[src/rtl/uart_pixel_loader_if.sv]
// Framebuffer write-request channel: one pixel (x, y, RGB) per valid/ready handshake.
interface uart_pixel_loader_if #(
   parameter int X_BITS = 11,
   parameter int Y_BITS = 10
);
   logic              wr_valid;
   logic              wr_ready;
   logic [X_BITS-1:0] wr_x;
   logic [Y_BITS-1:0] wr_y;
   logic [23:0]       wr_rgb;

   modport master (output wr_valid, wr_x, wr_y, wr_rgb, input wr_ready);
   modport slave  (input wr_valid, wr_x, wr_y, wr_rgb, output wr_ready);
endinterface

[src/rtl/uart_pixel_loader.sv]
// 8N1 serial receiver plus pixel-packet parser feeding a single-entry write register
// towards the frame-buffer video generator.
module uart_pixel_loader #(
   parameter int CLK_HZ  = 74250000,
   parameter int BAUD    = 115200,
   parameter int X_BITS  = 11,
   parameter int Y_BITS  = 10,
   parameter int FRAME_W = 1280,
   parameter int FRAME_H = 720
) (
   input  logic                clk,
   input  logic                rst,
   input  logic                rxd,
   uart_pixel_loader_if.master wr,
   output logic                overrun,
   output logic                frame_err,
   output logic                busy
);

   localparam int DIV = (CLK_HZ + BAUD / 2) / BAUD;
   localparam int CW  = $clog2(DIV + 1);
   localparam logic [CW-1:0] HALF_M1 = CW'(DIV / 2 - 1);
   localparam logic [CW-1:0] FULL_M1 = CW'(DIV - 1);

   localparam logic [2:0] R_IDLE  = 3'd0;
   localparam logic [2:0] R_START = 3'd1;
   localparam logic [2:0] R_DATA  = 3'd2;
   localparam logic [2:0] R_STOP  = 3'd3;
   localparam logic [2:0] R_WAIT  = 3'd4;

   localparam logic [3:0] S_SYNC = 4'd0;
   localparam logic [3:0] S_XL   = 4'd1;
   localparam logic [3:0] S_XH   = 4'd2;
   localparam logic [3:0] S_YL   = 4'd3;
   localparam logic [3:0] S_YH   = 4'd4;
   localparam logic [3:0] S_CNT  = 4'd5;
   localparam logic [3:0] S_R    = 4'd6;
   localparam logic [3:0] S_G    = 4'd7;
   localparam logic [3:0] S_B    = 4'd8;

   // Synchroniser and edge detector; reset to idle-high so reset never looks like a start bit.
   logic rx_meta_q, rxs_q, rxs_prev_q;

   always_ff @(posedge clk) begin
      if (rst) begin
         rx_meta_q  <= 1'b1;
         rxs_q      <= 1'b1;
         rxs_prev_q <= 1'b1;
      end else begin
         rx_meta_q  <= rxd;
         rxs_q      <= rx_meta_q;
         rxs_prev_q <= rxs_q;
      end
   end

   logic [2:0]    rx_state_q, rx_state_d;
   logic [CW-1:0] baud_cnt_q, baud_cnt_d;
   logic [2:0]    bit_idx_q, bit_idx_d;
   logic [7:0]    shreg_q, shreg_d;
   logic          byte_stb_q, byte_stb_d;
   logic          frame_err_q, frame_err_d;

   always_comb begin
      rx_state_d  = rx_state_q;
      baud_cnt_d  = baud_cnt_q;
      bit_idx_d   = bit_idx_q;
      shreg_d     = shreg_q;
      byte_stb_d  = 1'b0;
      frame_err_d = 1'b0;
      case (rx_state_q)
         R_IDLE: begin
            if (rxs_prev_q && !rxs_q) begin
               baud_cnt_d = HALF_M1;
               rx_state_d = R_START;
            end
         end
         R_START: begin
            if (baud_cnt_q == '0) begin
               if (rxs_q) begin
                  rx_state_d = R_IDLE;
               end else begin
                  baud_cnt_d = FULL_M1;
                  bit_idx_d  = 3'd0;
                  rx_state_d = R_DATA;
               end
            end else begin
               baud_cnt_d = baud_cnt_q - 1'b1;
            end
         end
         R_DATA: begin
            if (baud_cnt_q == '0) begin
               shreg_d    = {rxs_q, shreg_q[7:1]};
               baud_cnt_d = FULL_M1;
               if (bit_idx_q == 3'd7) rx_state_d = R_STOP;
               else                   bit_idx_d  = bit_idx_q + 1'b1;
            end else begin
               baud_cnt_d = baud_cnt_q - 1'b1;
            end
         end
         R_STOP: begin
            if (baud_cnt_q == '0) begin
               if (rxs_q) begin
                  byte_stb_d = 1'b1;
                  rx_state_d = R_IDLE;
               end else begin
                  frame_err_d = 1'b1;
                  rx_state_d  = R_WAIT;
               end
            end else begin
               baud_cnt_d = baud_cnt_q - 1'b1;
            end
         end
         R_WAIT: begin
            if (rxs_q) rx_state_d = R_IDLE;
         end
         default: rx_state_d = R_IDLE;
      endcase
   end

   always_ff @(posedge clk) begin
      if (rst) begin
         rx_state_q  <= R_IDLE;
         baud_cnt_q  <= '0;
         bit_idx_q   <= 3'd0;
         shreg_q     <= 8'd0;
         byte_stb_q  <= 1'b0;
         frame_err_q <= 1'b0;
      end else begin
         rx_state_q  <= rx_state_d;
         baud_cnt_q  <= baud_cnt_d;
         bit_idx_q   <= bit_idx_d;
         shreg_q     <= shreg_d;
         byte_stb_q  <= byte_stb_d;
         frame_err_q <= frame_err_d;
      end
   end

   // Parser: shreg_q holds the delivered byte while byte_stb_q is high.
   logic [3:0]        state_q, state_d;
   logic [7:0]        xl_q, xl_d, yl_q, yl_d, r_q, r_d, g_q, g_d;
   logic [X_BITS-1:0] x_q, x_d;
   logic [Y_BITS-1:0] y_q, y_d;
   logic [8:0]        pix_cnt_q, pix_cnt_d;
   logic [X_BITS:0]   x_inc;
   logic [Y_BITS:0]   y_inc;
   logic              emit;

   assign x_inc = {1'b0, x_q} + 1'b1;
   assign y_inc = {1'b0, y_q} + 1'b1;
   assign emit  = byte_stb_q && (state_q == S_B);

   always_comb begin
      state_d   = state_q;
      xl_d      = xl_q;
      yl_d      = yl_q;
      r_d       = r_q;
      g_d       = g_q;
      x_d       = x_q;
      y_d       = y_q;
      pix_cnt_d = pix_cnt_q;
      if (frame_err_q) begin
         state_d = S_SYNC;
      end else if (byte_stb_q) begin
         case (state_q)
            S_SYNC: if (shreg_q == 8'hA5) state_d = S_XL;
            S_XL: begin
               xl_d    = shreg_q;
               state_d = S_XH;
            end
            S_XH: begin
               x_d     = X_BITS'({shreg_q, xl_q});
               state_d = S_YL;
            end
            S_YL: begin
               yl_d    = shreg_q;
               state_d = S_YH;
            end
            S_YH: begin
               y_d     = Y_BITS'({shreg_q, yl_q});
               state_d = S_CNT;
            end
            S_CNT: begin
               pix_cnt_d = {1'b0, shreg_q} + 9'd1;
               state_d   = S_R;
            end
            S_R: begin
               r_d     = shreg_q;
               state_d = S_G;
            end
            S_G: begin
               g_d     = shreg_q;
               state_d = S_B;
            end
            S_B: begin
               pix_cnt_d = pix_cnt_q - 9'd1;
               state_d   = (pix_cnt_q != 9'd1) ? S_R : S_SYNC;
               // Wrap only on exact equality so out-of-frame start coordinates pass through.
               if (x_inc == (X_BITS+1)'(FRAME_W)) begin
                  x_d = '0;
                  if (y_inc == (Y_BITS+1)'(FRAME_H)) y_d = '0;
                  else                               y_d = y_inc[Y_BITS-1:0];
               end else begin
                  x_d = x_inc[X_BITS-1:0];
               end
            end
            default: state_d = S_SYNC;
         endcase
      end
   end

   always_ff @(posedge clk) begin
      if (rst) begin
         state_q   <= S_SYNC;
         xl_q      <= 8'd0;
         yl_q      <= 8'd0;
         r_q       <= 8'd0;
         g_q       <= 8'd0;
         x_q       <= '0;
         y_q       <= '0;
         pix_cnt_q <= 9'd0;
      end else begin
         state_q   <= state_d;
         xl_q      <= xl_d;
         yl_q      <= yl_d;
         r_q       <= r_d;
         g_q       <= g_d;
         x_q       <= x_d;
         y_q       <= y_d;
         pix_cnt_q <= pix_cnt_d;
      end
   end

   // Single-entry output register; a same-cycle handshake frees the slot for the new pixel.
   logic              wr_valid_q, wr_valid_d;
   logic [X_BITS-1:0] wr_x_q, wr_x_d;
   logic [Y_BITS-1:0] wr_y_q, wr_y_d;
   logic [23:0]       wr_rgb_q, wr_rgb_d;
   logic              overrun_q, overrun_d;

   always_comb begin
      wr_valid_d = wr_valid_q;
      wr_x_d     = wr_x_q;
      wr_y_d     = wr_y_q;
      wr_rgb_d   = wr_rgb_q;
      overrun_d  = 1'b0;
      if (emit) begin
         if (!wr_valid_q || wr.wr_ready) begin
            wr_valid_d = 1'b1;
            wr_x_d     = x_q;
            wr_y_d     = y_q;
            wr_rgb_d   = {r_q, g_q, shreg_q};
         end else begin
            overrun_d = 1'b1;
         end
      end else if (wr_valid_q && wr.wr_ready) begin
         wr_valid_d = 1'b0;
      end
   end

   always_ff @(posedge clk) begin
      if (rst) begin
         wr_valid_q <= 1'b0;
         wr_x_q     <= '0;
         wr_y_q     <= '0;
         wr_rgb_q   <= 24'd0;
         overrun_q  <= 1'b0;
      end else begin
         wr_valid_q <= wr_valid_d;
         wr_x_q     <= wr_x_d;
         wr_y_q     <= wr_y_d;
         wr_rgb_q   <= wr_rgb_d;
         overrun_q  <= overrun_d;
      end
   end

   assign wr.wr_valid = wr_valid_q;
   assign wr.wr_x     = wr_x_q;
   assign wr.wr_y     = wr_y_q;
   assign wr.wr_rgb   = wr_rgb_q;
   assign overrun     = overrun_q;
   assign frame_err   = frame_err_q;
   assign busy        = (state_q != S_SYNC);

endmodule

[src/flat_wrapper.sv]
// flat-port wrapper written by rule: the top's interface ports become plain ports
module uart_pixel_loader_flat 
#(
   parameter int CLK_HZ  = 74250000,
   parameter int BAUD    = 115200,
   parameter int X_BITS  = 11,
   parameter int Y_BITS  = 10,
   parameter int FRAME_W = 1280,
   parameter int FRAME_H = 720
)
  (clk, rst, rxd, overrun, frame_err, busy, wr_wr_valid, wr_wr_x, wr_wr_y, wr_wr_rgb, wr_wr_ready);
  uart_pixel_loader_if #(.X_BITS(X_BITS), .Y_BITS(Y_BITS)) wr_i ();
  input  logic clk;
  input  logic rst;
  input  logic rxd;
  output logic overrun;
  output logic frame_err;
  output logic busy;
  output wire logic [$bits(wr_i.wr_valid)-1:0] wr_wr_valid;
  output wire logic [$bits(wr_i.wr_x)-1:0] wr_wr_x;
  output wire logic [$bits(wr_i.wr_y)-1:0] wr_wr_y;
  output wire logic [$bits(wr_i.wr_rgb)-1:0] wr_wr_rgb;
  input wire logic [$bits(wr_i.wr_ready)-1:0] wr_wr_ready;
  assign wr_wr_valid = wr_i.wr_valid;
  assign wr_wr_x = wr_i.wr_x;
  assign wr_wr_y = wr_i.wr_y;
  assign wr_wr_rgb = wr_i.wr_rgb;
  assign wr_i.wr_ready = wr_wr_ready;
  uart_pixel_loader #(.CLK_HZ(CLK_HZ), .BAUD(BAUD), .X_BITS(X_BITS), .Y_BITS(Y_BITS), .FRAME_W(FRAME_W), .FRAME_H(FRAME_H)) u_core (.clk(clk), .rst(rst), .rxd(rxd), .wr(wr_i), .overrun(overrun), .frame_err(frame_err), .busy(busy));
endmodule
[config.mk]
export PLATFORM = sky130hd
export DESIGN_NAME = uart_pixel_loader_flat
export DESIGN_NICKNAME = d
export VERILOG_FILES = /design/src/rtl/uart_pixel_loader_if.sv /design/src/rtl/uart_pixel_loader.sv /design/src/flat_wrapper.sv
export SDC_FILE = /design/constraint.sdc
export NUM_CORES = 1
export LEC_CHECK = 0
export CORE_ASPECT_RATIO = 0.8
export CORE_MARGIN = 2
export CORE_UTILIZATION = 30
export CTS_BUF_LIST = sky130_fd_sc_hd__clkbuf_2
export DETAILED_ROUTE_END_ITERATION = 10
export GPL_ROUTABILITY_DRIVEN = 0
export HOLD_SLACK_MARGIN = 0.06
export PLACE_DENSITY = 0.57
export SYNTH_ARGS = -nofsm -noshare
export SYNTH_HDL_FRONTEND = slang
export SYNTH_SLANG_ARGS = --single-unit
[constraint.sdc]
create_clock -name clk -period 6.8 [get_ports clk]
set_clock_uncertainty 0.1 [all_clocks]
set_input_delay 1.36 -clock clk [delete_from_list [all_inputs] [get_ports clk]]
set_output_delay 1.36 -clock clk [all_outputs]
set_load 0.02 [all_outputs]
==> flow_summary.ini <==
[route]
routedWlPerCell_um = 14.1
antenna_left = 0
drtIter0Drc = 338
firstDrtPassIters = 8
avgViaCountPerCell = 5.01
drc_errors = 0
vias = 5556
routed_wl_mm = 15.6

[final_layout]
nets = 839
post-route-cell-area_um2 = 7360
synthToLayoutAreaGrowth_pct = 13.8
mostFrequentLayoutCells = 142 x dfxtp_1, 137 x nand2_1, 91 x a21oi_1
instances_no_fill = 1108
final_util_pct = 35.1
layout_commonest_cell = dfxtp_1
drive_gt1_share_pct = 5.97

[setup_path]
crit_buf_inv = 1
critPathSlowestCell = dfxtp_1
critPathMaxStageDelay_ns = 0.65
r2r_start = u_core.x_q[3]
r2r_setup_slack_ns = 4.21
reg2reg_depth = 7
critPathCaptureType = primary output
path_cells = nor2_1, nand2_1, clkdlybuf4s50_1
r2r_end = u_core.y_q[9]
cp.arrival_ns = 2.24
cp_top_family = flip-flops
critical_path.max_fanout = 16
cp-start-kind = flop
crit_type = flop to primary output
cp.required_ns = 5.34

[place]
portBuffers = 52
dpl.hpwl_mm = 9.90
place_inst = 1076
post_dp_cell_area_um2 = 7140

[cts]
postCtsHoldBufs = 0
cts_tree = built
clk_pin_slew_ns = 0.19
cts_root_buf = clkbuf_2
htreeDepth = 4
clockBufferDepth = 2
cts_resized = 0
cts.sinks = 142
post-cts-setup-buffers = 0
clk_latency_ns = 0.70
cts-buffers-inserted = 17

[synthesis]
yosysTopAreaCellShare_pct = 44.0
synthArstFlopShare_pct = 0
yosysTopAreaCell = dfxtp_1
synth_seq_cells = 142
ys_seq_area_share_pct = 44.0
syn_inst = 811
synth_ff_type = dfxtp_1
syn_area_per_cell_um2 = 7.97
synthTopCellsByArea = dfxtp_1 44%, nand2_1 8.0%, a21oi_1 7.0%
syn_nets = 824
synth_edf_count = 0
synthDistinctLibCells = 53
synth_area_um2 = 6460
synthesis.yosys.warnings = 0

[outcome]
status = finished clean

[floorplan]
io_pins = 53
dieArea_um2 = 22700
start_util_pct = 30.9
rows = 47
coreArea_um2 = 20900
die_width_um = 168
die_y_um = 135

[global_routing]
grt_usage_pct = 14.2
grt_pass1_wl_mm = 26.3
first_global_vias = 5078
overflow = 0
grt_max_degree = 101
antenna_found_initial = 1

[timing]
drv_slew = 0
fmax_ghz = 0.271
tightestPinTransition_ns = 1.03
finalHoldViolCount = 0
setup_viol = 0
setup_tns_ns = 0
relSlewSlack_pct = 31.2
grt_setup_unrepaired = no
min_period_ns = 3.70
worst_hold_slack_ns = 0.335
fin_crit_sh_pct = 54.4

[min_path]
holdPathStages = 1
min_from = u_core.rx_meta_q
whs_endpoint = u_core.rxs_q
hold_path_class = flop to flop

[power_and_ir_drop]
p_per_area_nw_per_um2 = 192
p_leak_nw = 2.63
ir_drop_uv = 67.5

[run]
drv_cap = 0
-- final cells by class --
type | count | area, um^2
well taps | 269 | 337
flip-flops and latches | 142 | 2840
repair buffers | 59 | 571
diodes | 1 | 2.50
multi-input cells | 597 | 3350
fillers | 2235 | 13600
inverters | 9 | 33.8
clock inverters | 11 | 118
clock buffers | 20 | 100
-- Yosys cell counts, drive strengths merged (2+ instances only) --
cell type    n
a2111oi      4
a211oi      13
a21o         5
a21oi       91
a22oi        7
a2bb2oi      3
a31oi        6
and2         5
and3         7
and4         4
buf          7
clkbuf      56
dfxtp      142
ha           9
inv          9
mux2i       39
nand2      137
nand2b      11
nand3       19
nand3b       5
nand4        6
nand4b       4
nor2        89
nor2b        4
nor3        27
nor3b        5
nor4         6
nor4bb       2
o211ai       2
o21a         2
o21ai       39
o22ai        4
o31ai        3
o32ai        3
or2          3
or3          7
or4          5
xnor2        8
xor2         5
-- layer usage --
layer / up-vias / wire (um) / track usage [%] / share of wire (%)
li1: 2859 / - / - / -
met1: 2596 / 8550 / 21.4 / 55
met2: 93 / 6280 / 20.1 / 40
met3: 8 / 650 / 3.39 / 4.2
met4: 0 / 129 / 3.88 / 0.83
met5: - / 0 / 0 / 0
-- sequential cells by signal (all words and copies together), names as in the netlist, 3 cells and up --
name and flops:
u_core.baud_cnt_q 10, u_core.bit_idx_q 3, u_core.g_q 8, u_core.pix_cnt_q 9, u_core.r_q 8, u_core.rx_state_q 3
u_core.shreg_q 8, u_core.state_q 4, u_core.wr.wr_rgb 24, u_core.wr.wr_x 11, u_core.wr.wr_y 10, u_core.x_q 11
u_core.xl_q 8, u_core.y_q 10, u_core.yl_q 8
-- through the flow --
stage	total power, mW	setup slack [ns]
global route	1.48	2.92
finish	1.41	3.10
global placement	0.950	3.41
floorplan	0.931	4.28
CTS	1.43	3.03
detailed placement	0.949	3.36
-- cells by family after synthesis --
logic type      share of synthesized area, %
flops                                   44.0
xor+xnor                                1.76
buf+inv                                 4.38
mux                                     6.21
simple gates                            24.9
fa+ha+maj                               1.74
compound gates                          17.0
-- where the power goes --
group / internal (mW) / switching, mW / total, mW / leakage, nW
Clock: 0.170 / 0.310 / 0.480 / 0.142
Sequential: 0.841 / 0.00923 / 0.850 / 1.15
Combinational: 0.0298 / 0.0533 / 0.0830 / 1.35
Total: 1.04 / 0.373 / 1.41 / 2.63
-- worst max path at each step --
stage | endpoint | start | cells after the start | slack (ns)
finish | busy | u_core.state_q[0] | 3 | 3.10
global route | busy | u_core.state_q[0] | 3 | 2.92
CTS | busy | u_core.state_q[0] | 3 | 3.03
detailed placement | u_core.wr.wr_rgb[11] | wr_wr_ready | 5 | 3.36
global placement | u_core.wr.wr_rgb[19] | wr_wr_ready | 5 | 3.41
floorplan | u_core.wr.wr_rgb[6] | wr_wr_ready | 6 | 4.28
-- worst reg2reg max path, cell delays in order, from the launching register on --
cell       delay [ns]
dfxtp_1          0.41
or4_1            0.53
nor4_1           0.44
o2111a_1         0.30
o21ai_0          0.08
buf_4            0.20
a2111oi_0        0.38
nor3_1           0.08
(Power assumes the default switching activity.)
